==> src/rtl/dma_desc_writeback_if.sv <==
// Descriptor write-back bus bundle.
// Groups the show-ahead write-back FIFO read side and the Avalon-MM
// burst-write master into one interface.
//   master : the write-back engine (pops the FIFO, drives Avalon writes)
//   slave  : the FIFO/memory side (supplies entries, drives waitrequest)
// Handshake rules:
//   FIFO   : rddata is valid whenever fifo_empty==0. A pop consumes the
//            head on the rising edge where fifo_rd==1. The FIFO is never
//            popped while empty.
//   Avalon : a beat is accepted on the rising edge where write==1 and
//            waitrequest==0. While waitrequest==1 the master holds addr,
//            bcount and wrdata stable.
interface dma_desc_writeback_if;
  logic        dma_desc_wb_fifo_empty;
  logic        dma_desc_wb_fifo_rd;
  logic [95:0] dma_desc_wb_fifo_rddata;
  logic        dma_desc_wb_write;
  logic [31:0] dma_desc_wb_addr;
  logic [3:0]  dma_desc_wb_bcount;
  logic [31:0] dma_desc_wb_wrdata;
  logic        dma_desc_wb_waitrequest;

  modport master (
    input  dma_desc_wb_fifo_empty,
    output dma_desc_wb_fifo_rd,
    input  dma_desc_wb_fifo_rddata,
    output dma_desc_wb_write,
    output dma_desc_wb_addr,
    output dma_desc_wb_bcount,
    output dma_desc_wb_wrdata,
    input  dma_desc_wb_waitrequest
  );

  modport slave (
    output dma_desc_wb_fifo_empty,
    input  dma_desc_wb_fifo_rd,
    output dma_desc_wb_fifo_rddata,
    input  dma_desc_wb_write,
    input  dma_desc_wb_addr,
    input  dma_desc_wb_bcount,
    input  dma_desc_wb_wrdata,
    output dma_desc_wb_waitrequest
  );
endinterface

==> src/rtl/dma_desc_writeback.sv <==
// Descriptor write-back engine.
// Pops completion entries from the write-back FIFO and returns each
// descriptor to software with one two-beat Avalon burst: the actual byte
// count to word 6, then the status word with owned_by_hw cleared to word 7.
// Ports:
//   clk, reset           : clock, asynchronous active-low reset
//   csr_control_i        : bit0 = run
//   wb                   : FIFO read side + Avalon burst-write master
//   dma_desc_wb_irq_o    : one-cycle completion pulse (status irq bit set)
//   dma_desc_wb_count_o  : completed descriptor count, wraps
//   dma_desc_wb_busy_o   : high in every state except IDLE
//   dma_desc_wb_err_o    : sticky misaligned-descriptor flag
//   dbg_state_o          : current FSM state for observation
// All outputs are decoded from the state and latched-entry flops, so
// waitrequest never reaches an output combinationally.
module dma_desc_writeback #(
  parameter logic [31:0] WB_OFFSET = 32'h18,
  parameter int          OWN_BIT   = 31,
  parameter int          IRQ_BIT   = 30,
  parameter int          CNT_W     = 16
) (
  input  logic                  clk,
  input  logic                  reset,
  input  logic [31:0]           csr_control_i,
  dma_desc_writeback_if.master  wb,
  output logic                  dma_desc_wb_irq_o,
  output logic [CNT_W-1:0]      dma_desc_wb_count_o,
  output logic                  dma_desc_wb_busy_o,
  output logic                  dma_desc_wb_err_o,
  output logic [2:0]            dbg_state_o
);

  typedef enum logic [2:0] {
    ST_IDLE  = 3'd0,
    ST_POP   = 3'd1,
    ST_BEAT0 = 3'd2,
    ST_BEAT1 = 3'd3,
    ST_DONE  = 3'd4
  } state_t;

  state_t           state_q, state_d;
  logic [31:0]      addr_q, addr_d;
  logic [31:0]      bytes_q, bytes_d;
  logic [31:0]      status_q, status_d;
  logic [CNT_W-1:0] count_q, count_d;
  logic             err_q, err_d;

  logic run;
  logic unused_ctrl;

  assign run         = csr_control_i[0];
  assign unused_ctrl = ^csr_control_i[31:1];

  always_comb begin
    state_d  = state_q;
    addr_d   = addr_q;
    bytes_d  = bytes_q;
    status_d = status_q;
    count_d  = count_q;
    err_d    = err_q;
    case (state_q)
      ST_IDLE: begin
        if (run && !wb.dma_desc_wb_fifo_empty) state_d = ST_POP;
      end
      ST_POP: begin
        // Show-ahead FIFO: the head is valid in the same cycle as the pop.
        // A misaligned descriptor is flagged and written back to the
        // aligned base so the burst never straddles descriptors.
        addr_d   = {wb.dma_desc_wb_fifo_rddata[31:5], 5'b0};
        bytes_d  = wb.dma_desc_wb_fifo_rddata[63:32];
        status_d = wb.dma_desc_wb_fifo_rddata[95:64];
        if (wb.dma_desc_wb_fifo_rddata[4:0] != 5'd0) err_d = 1'b1;
        state_d  = ST_BEAT0;
      end
      ST_BEAT0: begin
        if (!wb.dma_desc_wb_waitrequest) state_d = ST_BEAT1;
      end
      ST_BEAT1: begin
        if (!wb.dma_desc_wb_waitrequest) state_d = ST_DONE;
      end
      ST_DONE: begin
        count_d = count_q + {{(CNT_W-1){1'b0}}, 1'b1};
        state_d = ST_IDLE;
      end
      default: state_d = ST_IDLE;
    endcase
  end

  always_ff @(posedge clk or negedge reset) begin
    if (!reset) begin
      state_q  <= ST_IDLE;
      addr_q   <= '0;
      bytes_q  <= '0;
      status_q <= '0;
      count_q  <= '0;
      err_q    <= 1'b0;
    end else begin
      state_q  <= state_d;
      addr_q   <= addr_d;
      bytes_q  <= bytes_d;
      status_q <= status_d;
      count_q  <= count_d;
      err_q    <= err_d;
    end
  end

  logic in_burst;
  assign in_burst = (state_q == ST_BEAT0) || (state_q == ST_BEAT1);

  assign wb.dma_desc_wb_fifo_rd = (state_q == ST_POP);
  assign wb.dma_desc_wb_write   = in_burst;
  // Address and burstcount stay constant across both beats of the burst.
  assign wb.dma_desc_wb_addr    = in_burst ? (addr_q + WB_OFFSET) : 32'd0;
  assign wb.dma_desc_wb_bcount  = in_burst ? 4'd2 : 4'd0;
  assign wb.dma_desc_wb_wrdata  =
    (state_q == ST_BEAT0) ? bytes_q :
    (state_q == ST_BEAT1) ? (status_q & ~(32'h1 << OWN_BIT)) : 32'd0;

  assign dma_desc_wb_irq_o   = (state_q == ST_DONE) && status_q[IRQ_BIT];
  assign dma_desc_wb_count_o = count_q;
  assign dma_desc_wb_busy_o  = (state_q != ST_IDLE);
  assign dma_desc_wb_err_o   = err_q;
  assign dbg_state_o         = state_q;

endmodule

==> src/flat_wrapper.sv <==
// flat-port wrapper written by rule: the top's interface ports become plain ports
module dma_desc_writeback_flat 
#(
  parameter logic [31:0] WB_OFFSET = 32'h18,
  parameter int          OWN_BIT   = 31,
  parameter int          IRQ_BIT   = 30,
  parameter int          CNT_W     = 16
)
  (clk, reset, csr_control_i, dma_desc_wb_irq_o, dma_desc_wb_count_o, dma_desc_wb_busy_o, dma_desc_wb_err_o, dbg_state_o, wb_dma_desc_wb_fifo_empty, wb_dma_desc_wb_fifo_rd, wb_dma_desc_wb_fifo_rddata, wb_dma_desc_wb_write, wb_dma_desc_wb_addr, wb_dma_desc_wb_bcount, wb_dma_desc_wb_wrdata, wb_dma_desc_wb_waitrequest);
  dma_desc_writeback_if wb_i ();
  input  logic clk;
  input  logic reset;
  input  logic [31:0] csr_control_i;
  output logic dma_desc_wb_irq_o;
  output logic [CNT_W-1:0] dma_desc_wb_count_o;
  output logic dma_desc_wb_busy_o;
  output logic dma_desc_wb_err_o;
  output logic [2:0] dbg_state_o;
  input wire logic [$bits(wb_i.dma_desc_wb_fifo_empty)-1:0] wb_dma_desc_wb_fifo_empty;
  output wire logic [$bits(wb_i.dma_desc_wb_fifo_rd)-1:0] wb_dma_desc_wb_fifo_rd;
  input wire logic [$bits(wb_i.dma_desc_wb_fifo_rddata)-1:0] wb_dma_desc_wb_fifo_rddata;
  output wire logic [$bits(wb_i.dma_desc_wb_write)-1:0] wb_dma_desc_wb_write;
  output wire logic [$bits(wb_i.dma_desc_wb_addr)-1:0] wb_dma_desc_wb_addr;
  output wire logic [$bits(wb_i.dma_desc_wb_bcount)-1:0] wb_dma_desc_wb_bcount;
  output wire logic [$bits(wb_i.dma_desc_wb_wrdata)-1:0] wb_dma_desc_wb_wrdata;
  input wire logic [$bits(wb_i.dma_desc_wb_waitrequest)-1:0] wb_dma_desc_wb_waitrequest;
  assign wb_i.dma_desc_wb_fifo_empty = wb_dma_desc_wb_fifo_empty;
  assign wb_dma_desc_wb_fifo_rd = wb_i.dma_desc_wb_fifo_rd;
  assign wb_i.dma_desc_wb_fifo_rddata = wb_dma_desc_wb_fifo_rddata;
  assign wb_dma_desc_wb_write = wb_i.dma_desc_wb_write;
  assign wb_dma_desc_wb_addr = wb_i.dma_desc_wb_addr;
  assign wb_dma_desc_wb_bcount = wb_i.dma_desc_wb_bcount;
  assign wb_dma_desc_wb_wrdata = wb_i.dma_desc_wb_wrdata;
  assign wb_i.dma_desc_wb_waitrequest = wb_dma_desc_wb_waitrequest;
  dma_desc_writeback #(.WB_OFFSET(WB_OFFSET), .OWN_BIT(OWN_BIT), .IRQ_BIT(IRQ_BIT), .CNT_W(CNT_W)) u_core (.clk(clk), .reset(reset), .csr_control_i(csr_control_i), .wb(wb_i), .dma_desc_wb_irq_o(dma_desc_wb_irq_o), .dma_desc_wb_count_o(dma_desc_wb_count_o), .dma_desc_wb_busy_o(dma_desc_wb_busy_o), .dma_desc_wb_err_o(dma_desc_wb_err_o), .dbg_state_o(dbg_state_o));
endmodule
==> config.mk <==
export PLATFORM = sky130hd
export DESIGN_NAME = dma_desc_writeback_flat
export DESIGN_NICKNAME = d
export VERILOG_FILES = /design/src/rtl/dma_desc_writeback_if.sv /design/src/rtl/dma_desc_writeback.sv /design/src/flat_wrapper.sv
export SDC_FILE = /design/constraint.sdc
export NUM_CORES = 1
export LEC_CHECK = 0
export BUFFER_PORTS_ARGS = -buffer_cell sky130_fd_sc_hd__buf_2
export CAP_MARGIN = 0
export CORE_MARGIN = 4
export CORE_UTILIZATION = 40
export CTS_BUF_LIST = sky130_fd_sc_hd__clkbuf_16
export DETAILED_ROUTE_END_ITERATION = 6
export PLACE_DENSITY = 0.79
export RECOVER_POWER = 50
export SYNTH_ARGS = -nofsm -noshare
export SYNTH_HDL_FRONTEND = slang
export SYNTH_SLANG_ARGS = --single-unit
==> constraint.sdc <==
create_clock -name clk -period 1.28 [get_ports clk]
set_input_delay 0 -clock clk [delete_from_list [all_inputs] [get_ports clk]]
set_output_delay 0 -clock clk [all_outputs]
set_load 0.005 [all_outputs]
==> flow_summary.ini, run 1 <==
[outcome]
status = finished with violations
failed_checks = setup timing

[clock_network]
cts.sinks = 110
clock_insertion_delay_worst_skew_ns = 0.35
cts-root-buf = sky130_fd_sc_hd__clkbuf_16
cts_htree_levels = 3
tritoncts = yes
cts.reportedPaths.clkPinSlew_ns = 0.07
tritoncts.num_buffers = 9
number_of_buffers_on_the_longest_clock_path = 2

[setup_path]
crit_chain = buf_12 -> clkbuf_16 -> mux2i_1 -> nor2_1 -> buf_2
max_stage_delay_ns = 0.44
startpoint_type = flip-flop
cp_data_arrival_time_ns = 1.61
worst-path-buf-inv = 3
end_kind = output pin
top_family_by_delay_on_critical_path = buffers and inverters
crit_fanout = 7
worst-endpoint-required_ns = 1.28
criticalPathCategory = flip-flop to output pin
crit_slowest_cell = sky130_fd_sc_hd__dfrtp_2

[power_and_ir_drop]
pwr_density_cell_mw_per_mm2 = 2190
report.power.total_mw = 17.8
vdd_drop_max_mv = 1.32
power_leakage_nw = 4.04

[detailed_routing]
routed-wl-met2_mm = 8.25
detailedRoute.firstPassIterationCount = 4
wl_met3_microns = 920
dr.first_iter.drc_count = 158
detail-route-antenna-nets = 0
drcViolationCount = 0
route.vias.total = 4145
drt_wl_total_mm = 15.4
avgRoutedWirePerCell_microns = 17.7
drt-met1-wl_mm = 5.76
maxUsedRoutingLayer = met4
detail_route.vias_per_cell = 4.78

[global_route]
grt_antenna_before_repair = 0
grt_usage = 0.197
globalRouteOverflowTotal = 0
grt_first_pass_wirelength_mm = 22.5
vias_in_the_first_global_route = 4587
largest_net_degree_at_the_start_of_global_routing = 40

[yosys]
synth_warnings = 0
synth_seq_area_share = 0.545
number_of_instances_in_the_synthesized_netlist = 382
ys_seq_elements = 110
syn-cell-area_sq_mm = 0.00505
synth.distinct_cells = 34
post_synth.cell_area_avg_sq_um = 13.2

[layout]
finalNetCount = 827
num_antenna_cells = 0
area_growth_pct = 61.0
final_core_util = 0.666
share_of_final_layout_standard_cells_stronger_than_drive_strength_1 = 0.534

[job]
max_cap_check_violation_count = 0

[floorplan]
placementRows = 40
initial_utilization = 0.414
die_width_microns = 120
core_sq_mm = 0.0122
vertical_extent_of_the_die_microns = 120
top_level_ports = 224
design.die.area_sq_mm = 0.0145

[timing]
timing.clock.skew_ns = 0.00842
worst_slack_ns = -0.334
slew_viol_final = 0
worst_slew_pin_slew_ns = 0.507
finalCritPeriodShare = 1.26
finalHoldViolations = 0
timing.fmax_mhz = 620
grt_setup_unrepaired = yes
max-slew-margin-rel = 0.662
min_clock_period_post_route_ns = 1.61
final_setup_vio_count = 175

[placed_design]
io_buffers = 185
gp_congestion = 0.784
placement.setup.worst_slack_ns = -0.226
place.detailed.hpwl_mm = 8.69

[hold_path]
timing.hold.worst.class = input pin to flip-flop
[cell type report]
| cell class | count | area, sq um |
|---|---|---|
| flip-flops and latches | 110 | 2760 |
| clock inverters | 7 | 63.8 |
| repair buffers | 327 | 2520 |
| well taps | 168 | 210 |
| clock buffers | 9 | 225 |
| multi-input cells | 242 | 2340 |
| inverters | 4 | 17.5 |
| fillers | 843 | 4070 |
[worst reg2reg max path: stages (launching register included)]
cell and delay [ns]:
sky130_fd_sc_hd__dfrtp_2 0.41, sky130_fd_sc_hd__buf_6 0.13, sky130_fd_sc_hd__nor3b_4 0.20, sky130_fd_sc_hd__buf_6 0.20, sky130_fd_sc_hd__clkbuf_16 0.20, sky130_fd_sc_hd__mux2_2 0.33
[power by group]
part / leakage, nW / internal, mW / switching, mW
registers: 1.33 / 5.05 / 0.975
clock network: 0.141 / 1.50 / 1.25
logic: 2.57 / 5.44 / 3.61
[synthesized netlist by cell type (all sizes together)]
library cell | count | area share
dfrtp | 110 | 0.54
mux2 | 91 | 0.20
nor2 | 37 | 0.027
mux2i | 31 | 0.061
and2 | 29 | 0.036
buf | 28 | 0.046
xnor2 | 10 | 0.017
nand2 | 6 | 0.0045
xor2 | 6 | 0.010
inv | 4 | 0.0030
nand4 | 4 | 0.0062
and3 | 3 | 0.0040
clkbuf | 3 | 0.0022
nand3 | 3 | 0.0054
nor3 | 3 | 0.0059
nor3b | 3 | 0.0077
nand2b | 2 | 0.0025
a211oi | 1 | 0.0015
a32oi | 1 | 0.0017
and4 | 1 | 0.0017
conb | 1 | 0.00074
ha | 1 | 0.0025
nor2b | 1 | 0.0012
o21ai | 1 | 0.00099
or3 | 1 | 0.0012
or4 | 1 | 0.0015
[sequential cells by signal, indices dropped and copies added, names as in the netlist]
signal and count:
u_core.dma_desc_wb_count_o 16, u_core.bytes_q 32, u_core.dbg_state_o 3, u_core.addr_q 27, u_core.status_q 31, u_core.dma_desc_wb_err_o 1
[final timing paths]
kind | start | end | slack, ns | cells after the start
worst max-delay path | u_core.dbg_state_o[0]$_DFFE_PN0P_ | wb_dma_desc_wb_wrdata[5] | -0.33 | 5
worst min-delay path | wb_dma_desc_wb_fifo_rddata[0] | u_core.dma_desc_wb_err_o$_DFFE_PN0P_ | 0.02 | 4
worst max register to register | u_core.dbg_state_o[1]$_DFFE_PN0P_ | u_core.bytes_q[30]$_DFFE_PN0P_ | -0.29 | 5
worst min register to register | u_core.dma_desc_wb_count_o[15]$_DFFE_PN0N_ | u_core.dma_desc_wb_count_o[15]$_DFFE_PN0N_ | 0.47 | 1
max in group asynchronous | reset | u_core.addr_q[26]$_DFFE_PN0P_ | 0.22 | 3
min in group asynchronous | reset | u_core.status_q[26]$_DFFE_PN0P_ | 0.15 | 2
[what timing repair did]
item / in CTS / in global routing
cloned: 2 / 6
hold endpoints to repair: 203 / 0
setup endpoints to repair: 174 / 176
pin swaps: 6 / 8
setup buffers: 7 / 2
hold buffers: 94 / 0
resized for setup: 36 / 50
[cells in the final DEF (no fill, tap or decap), types with 9 or more instances in the layout]
master                          Yosys  layout
sky130_fd_sc_hd__buf_2              8     183
sky130_fd_sc_hd__dfrtp_1          110     107
sky130_fd_sc_hd__dlygate4sd3_1      0      94
sky130_fd_sc_hd__mux2_2            89      55
sky130_fd_sc_hd__mux2_4             0      36
sky130_fd_sc_hd__nor2_1            37      33
sky130_fd_sc_hd__and2_1            29      26
sky130_fd_sc_hd__mux2i_1           31      24
sky130_fd_sc_hd__buf_4              9      22
sky130_fd_sc_hd__clkbuf_16          0      15
sky130_fd_sc_hd__buf_6             11       9
[cell families (layout without fill, tap and decap cells)]
kind of cell,Yosys count,in the layout,synth area share
muxes,122,122,0.264
and+or+nand+nor,94,94,0.105
adders and majority gates,1,1,0.00247
AOI/OAI and AO/OA,3,3,0.00421
buffers and inverters,35,347,0.0510
DFF,110,110,0.545
xor gates and xnor gates,16,16,0.0277
other,1,6,0.000742
[metrics by stage]
stage / setup TNS (ns) / cells / hold slack [ns] / instance area, sq um
final: -40.87 / 867 / 0.0223 / 8140
after CTS: -40.94 / 860 / 0.0174 / 7810
after floorplan: -11.31 / 387 / -0.296 / 5090
after global routing: -51.03 / 867 / 0.0570 / 8140
after global placement: -20.15 / 741 / -0.0927 / 6350
after detailed placement: -24.26 / 741 / -0.0871 / 6350
[layer usage]
| metal | vias to the layer above | track usage |
|---|---|---|
| met1 | 2037 | 0.212 |
| met5 | - | 0 |
| li1 | 1909 | - |
| met4 | 0 | 0.0970 |
| met2 | 167 | 0.357 |
| met3 | 32 | 0.0510 |
No activity file was read; power rests on OpenSTA's default activity.
==> inputs of run 2 (changes only) <==
Settings changed: MAX_ROUTING_LAYER from default to met4.
==> run 2 against run 1 <==
The flow still finishes with violations (setup timing). Clock power about the same. Count of clock-buffer cells in the layout is the same. Setup slack better by 0.0074 ns. Sequential share of layout area unchanged. First-iteration DRC count shrank 8.2%. Critical path type unchanged. Highest routed layer unchanged.
==> flow_summary.ini, run 2 (same netlist as run 1, synthesis figures left out) <==
[outcome]
status = finished with violations
failed_checks = setup timing

[power_and_ir_drop]
power_leakage_nw = 4.04
pwr_density_cell_mw_per_mm2 = 2190
vdd_drop_max_mv = 1.31
report.power.total_mw = 17.8

[layout]
top_regs = u_core.bytes_q: 32 flops, u_core.status_q: 31 flops, u_core.addr_q: 27 flops
area_growth_pct = 61.0
finalNetCount = 827
finalInstanceArea_sq_mm = 0.00814
n_fill_cell = 843
share_of_final_layout_standard_cells_stronger_than_drive_strength_1 = 0.534
num_antenna_cells = 0
largest-register = u_core.bytes_q
largest_register_ffs = 32
layout.cells.most_common = sky130_fd_sc_hd__buf_2
layout_common_cells = sky130_fd_sc_hd__buf_2 (183), sky130_fd_sc_hd__dfrtp_1 (107), sky130_fd_sc_hd__dlygate4sd3_1 (94)
final_core_util = 0.666

[timing]
timing.fmax_mhz = 623
slew_viol_final = 0
grt_setup_unrepaired = yes
final_setup_vio_count = 175
worst_slew_pin_slew_ns = 0.504
timing.clock.skew_ns = 0.00869
finalCritPeriodShare = 1.25
finalHoldWorstSlack_ns = 0.0231
finalHoldViolations = 0
min_clock_period_post_route_ns = 1.61
worst_slack_ns = -0.326
max-slew-margin-rel = 0.664

[placed_design]
gp_congestion = 0.794
io_buffers = 185
place.detailed.hpwl_mm = 8.69
post_dp_cell_area_sq_mm = 0.00635

[detailed_routing]
detail-route-antenna-nets = 0
drcViolationCount = 0
drt_wl_total_mm = 15.4
route.vias.total = 4154
avgRoutedWirePerCell_microns = 17.8
detail_route.vias_per_cell = 4.79
detailedRoute.firstPassIterationCount = 4
dr.first_iter.drc_count = 145

[global_route]
globalRouteOverflowTotal = 0
vias_in_the_first_global_route = 4599
largest_net_degree_at_the_start_of_global_routing = 40
grt_first_pass_wirelength_mm = 22.5
grt_antenna_before_repair = 0
grt_usage = 0.203

[setup_path]
stages_on_worst_setup_path = 5
crit_chain = buf_12 -> clkbuf_16 -> mux2i_1 -> nor2_1 -> buf_2
cp_data_arrival_time_ns = 1.61
worst-path-buf-inv = 3
timing.rr.end = u_core.bytes_q[30]$_DFFE_PN0P_
worst_r2r_startpoint = u_core.dbg_state_o[1]$_DFFE_PN0P_
crit_slowest_cell = sky130_fd_sc_hd__dfrtp_2
criticalPathCategory = flip-flop to output pin
max_stage_delay_ns = 0.44
startpoint_type = flip-flop
worstSetupEndpoint = wb_dma_desc_wb_wrdata[5]
end_kind = output pin
crit_fanout = 7
worst-endpoint-required_ns = 1.28
top_family_by_delay_on_critical_path = buffers and inverters
setup.reg_to_reg.worst_slack_ns = -0.29
crit_start = u_core.dbg_state_o[0]$_DFFE_PN0P_
worst-r2r-cell-count = 5

[floorplan]
top_level_ports = 224
initial_utilization = 0.414
die_width_microns = 120
core_sq_mm = 0.0122
vertical_extent_of_the_die_microns = 120
design.die.area_sq_mm = 0.0145
placementRows = 40

[hold_path]
timing.hold.worst.class = input pin to flip-flop

[clock_network]
clock_insertion_delay_worst_skew_ns = 0.35
tritoncts.num_buffers = 9
cts_htree_levels = 3
cts.reportedPaths.clkPinSlew_ns = 0.07
cts-root-buf = sky130_fd_sc_hd__clkbuf_16
tritoncts = yes
cts.sinks = 110
number_of_buffers_on_the_longest_clock_path = 2

[job]
max_cap_check_violation_count = 0
## run 2: cell counts in the layout (fill, tap and decap cells not counted)
Identical to the previous run, type by type.
## run 2: layout make-up
type	instances	area, sq um	area share
clock inverters	7	63.8	0.00784
flip-flops and latches	110	2760	0.339
multi-input cells	242	2340	0.288
clock buffers	9	225	0.0277
inverters	4	17.5	0.00215
well taps	168	210	0.0258
repair buffers	327	2520	0.310
## run 2: metrics by stage
step           TNS [ns]  instances  worst slack [ns]
6_report         -40.66        867            -0.326
5_1_grt          -51.02        867            -0.392
4_1_cts          -40.94        860            -0.290
3_5_place_dp     -24.26        741            -0.226
3_3_place_gp     -20.15        741            -0.190
2_1_floorplan    -11.31        387            -0.133
## run 2: worst min path at each step
stage | depth (start not counted) | start | end | slack (ns)
after floorplan | 0 | reset | u_core.addr_q[10]$_DFFE_PN0P_ | -0.30
after global routing | 4 | wb_dma_desc_wb_fifo_rddata[0] | u_core.dma_desc_wb_err_o$_DFFE_PN0P_ | 0.06
after detailed placement | 1 | reset | u_core.bytes_q[24]$_DFFE_PN0P_ | -0.09
after global placement | 1 | reset | u_core.status_q[26]$_DFFE_PN0P_ | -0.09
final | 4 | wb_dma_desc_wb_fifo_rddata[0] | u_core.dma_desc_wb_err_o$_DFFE_PN0P_ | 0.02
after CTS | 4 | wb_dma_desc_wb_fifo_rddata[4] | u_core.dma_desc_wb_err_o$_DFFE_PN0P_ | 0.02
## run 2: what timing repair did
action	CTS	global route
endpoints found under the setup margin	174	176
pin swaps	6	8
gates cloned	2	6
setup buffers	7	2
resized for setup	36	50
hold buffers	94	0
hold endpoints to repair	203	0
## run 2: where the power goes
group / internal, mW / switching (mW) / total, mW
registers: 5.05 / 0.972 / 6.02
clock network: 1.50 / 1.25 / 2.76
logic: 5.44 / 3.61 / 9.05
total: 12.0 / 5.84 / 17.8
## run 2: worst reg2reg max path: cells and delay by family (launching register included)
kind / cells / cell delay, ns
and+or+nand+nor: 1 / 0.20
muxes: 1 / 0.33
DFF: 1 / 0.41
buffers and inverters: 3 / 0.52
## run 2: per-layer routing
| layer | wire [microns] | track usage | up-vias |
|---|---|---|---|
| li1 | - | - | 1906 |
| met1 | 5810 | 0.217 | 2031 |
| met2 | 8270 | 0.357 | 177 |
| met3 | 851 | 0.0430 | 40 |
| met4 | 464 | 0.0970 | 0 |
| met5 | 0 | - | - |
==> inputs of run 3 (changes only) <==
Settings changed: TNS_END_PERCENT from default to 30.
==> run 3 against run 2 <==
The flow still finishes with violations (setup timing). Combinational power increased by 9.7%. Routed wire length decreased by 2.3%. Final area is 2.0% higher. Core utilization up 1.3 points. Highest routed layer unchanged.
==> flow_summary.ini, run 3 (same netlist as run 1, synthesis figures left out) <==
[floorplan]
vertical_extent_of_the_die_microns = 120
core_sq_mm = 0.0122
die_width_microns = 120
top_level_ports = 224
placementRows = 40
initial_utilization = 0.414
design.die.area_sq_mm = 0.0145

[clock_network]
number_of_buffers_on_the_longest_clock_path = 2
tritoncts = yes
cts.reportedPaths.clkPinSlew_ns = 0.07
cts_htree_levels = 3
cts.sinks = 110
cts-root-buf = sky130_fd_sc_hd__clkbuf_16
tritoncts.num_buffers = 9
clock_insertion_delay_worst_skew_ns = 0.34

[layout]
multiInputGateArea_sq_mm = 0.00241
share_of_final_layout_standard_cells_stronger_than_drive_strength_1 = 0.555
area_growth_pct = 64.1
final_core_util = 0.679
final-seq-area_sq_mm = 0.00276
top_regs = u_core.bytes_q: 32 flops, u_core.status_q: 31 flops, u_core.addr_q: 27 flops
layout_common_cells = sky130_fd_sc_hd__buf_2 (182), sky130_fd_sc_hd__dfrtp_1 (108), sky130_fd_sc_hd__dlygate4sd3_1 (95)
largest-register = u_core.bytes_q
finalNetCount = 831
num_antenna_cells = 0
finish.cell_count_without_fillers = 871
largest_register_ffs = 32
n_fill_cell = 843
layout.cells.most_common = sky130_fd_sc_hd__buf_2

[setup_path]
worst-endpoint-required_ns = 1.28
timing.rr.end = u_core.status_q[11]$_DFFE_PN0P_
cp_data_arrival_time_ns = 1.65
worst-r2r-cell-count = 5
setup.reg_to_reg.worst_slack_ns = -0.35
criticalPathCategory = flip-flop to output pin
worst_r2r_startpoint = u_core.dbg_state_o[2]$_DFFE_PN0P_
end_kind = output pin
startpoint_type = flip-flop
crit_fanout = 7

[detailed_routing]
dr.first_iter.drc_count = 134
detail_route.vias_per_cell = 4.77
avgRoutedWirePerCell_microns = 17.3
route.vias.total = 4155
drt_wl_total_mm = 15.0
drcViolationCount = 0
detailedRoute.firstPassIterationCount = 4
detail-route-antenna-nets = 0

[timing]
timing.fmax_mhz = 608
worst_slew_pin_slew_ns = 0.825
worst_slack_ns = -0.366
max-slew-margin-rel = 0.450
min_clock_period_post_route_ns = 1.65
timing.clock.skew_ns = 0.00712
finalHoldViolations = 0
final_setup_vio_count = 172
finalCritPeriodShare = 1.29
grt_setup_unrepaired = yes
slew_viol_final = 0

[placed_design]
place_inst = 738
gp_congestion = 0.766
place.detailed.hpwl_mm = 8.64
io_buffers = 185

[hold_path]
hold_start = wb_dma_desc_wb_fifo_empty
hold-path-endpoint = u_core.dbg_state_o[0]$_DFFE_PN0P_
hold_path_depth = 4
timing.hold.worst.class = input pin to flip-flop

[outcome]
failed_checks = setup timing
status = finished with violations

[global_route]
grt_antenna_before_repair = 0
vias_in_the_first_global_route = 4575
grt_first_pass_wirelength_mm = 23.1
globalRouteOverflowTotal = 0
largest_net_degree_at_the_start_of_global_routing = 62
grt_usage = 0.208

[power_and_ir_drop]
pwr_density_cell_mw_per_mm2 = 2270
report.power.total_mw = 18.8
power_leakage_nw = 3.92
vdd_drop_max_mv = 1.26

[job]
max_cap_check_violation_count = 0
[run 3: per-stage QoR]
step	hold slack, ns	instance area, sq um	setup TNS (ns)	setup WS [ns]
after floorplan	-0.296	5070	-11.22	-0.134
after global placement	0.0207	6250	-17.98	-0.207
after detailed placement	0.0301	6250	-21.25	-0.247
after CTS	0.00340	8110	-45.81	-0.334
after global routing	0.0432	8300	-57.67	-0.437
final	0.0293	8300	-47.54	-0.366
[run 3: what timing repair did]
action	CTS	global route
cloned	6	4
hold buffers	95	0
endpoints found under the setup margin	166	177
resized for setup	90	31
pin swaps	22	11
hold endpoints to repair	203	0
buffers inserted	10	3
[run 3: routing by layer]
metal / track usage / up-vias / wire, microns
met5: - / - / 0
met4: 0.0779 / 0 / 342
met3: 0.0355 / 23 / 696
met2: 0.365 / 143 / 7900
met1: 0.239 / 2063 / 6100
li1: - / 1926 / -
[run 3: cell type report]
cell class / instances / area share
sequential: 110 / 0.332
timing repair buffer: 331 / 0.315
clock inverter: 7 / 0.00799
tap: 168 / 0.0253
inverter: 4 / 0.00271
clock buffer: 9 / 0.0271
multi-input combinational: 242 / 0.290
[run 3: critical path, stage by stage (launching register included)]
cell and delay [ns]:
sky130_fd_sc_hd__dfrtp_2 0.51, sky130_fd_sc_hd__buf_6 0.17, sky130_fd_sc_hd__buf_16 0.14, sky130_fd_sc_hd__mux2i_2 0.27, sky130_fd_sc_hd__nor2_2 0.07, sky130_fd_sc_hd__buf_2 0.14
[run 3: worst max path at each step]
stage | startpoint | end | cells past startpoint
after global routing | u_core.dbg_state_o[0]$_DFFE_PN0P_ | wb_dma_desc_wb_wrdata[3] | 5
after floorplan | u_core.dbg_state_o[1]$_DFFE_PN0P_ | u_core.status_q[2]$_DFFE_PN0P_ | 4
after detailed placement | u_core.dbg_state_o[1]$_DFFE_PN0P_ | u_core.addr_q[8]$_DFFE_PN0P_ | 3
after global placement | u_core.dbg_state_o[1]$_DFFE_PN0P_ | u_core.addr_q[14]$_DFFE_PN0P_ | 3
after CTS | u_core.dbg_state_o[1]$_DFFE_PN0P_ | wb_dma_desc_wb_fifo_rd | 5
final | u_core.dbg_state_o[0]$_DFFE_PN0P_ | wb_dma_desc_wb_wrdata[3] | 5
[run 3: power by group]
part / internal, mW / leakage [nW] / switching (mW)
registers: 5.05 / 1.33 / 1.09
logic: 5.98 / 2.45 / 3.95
clock network: 1.51 / 0.141 / 1.25
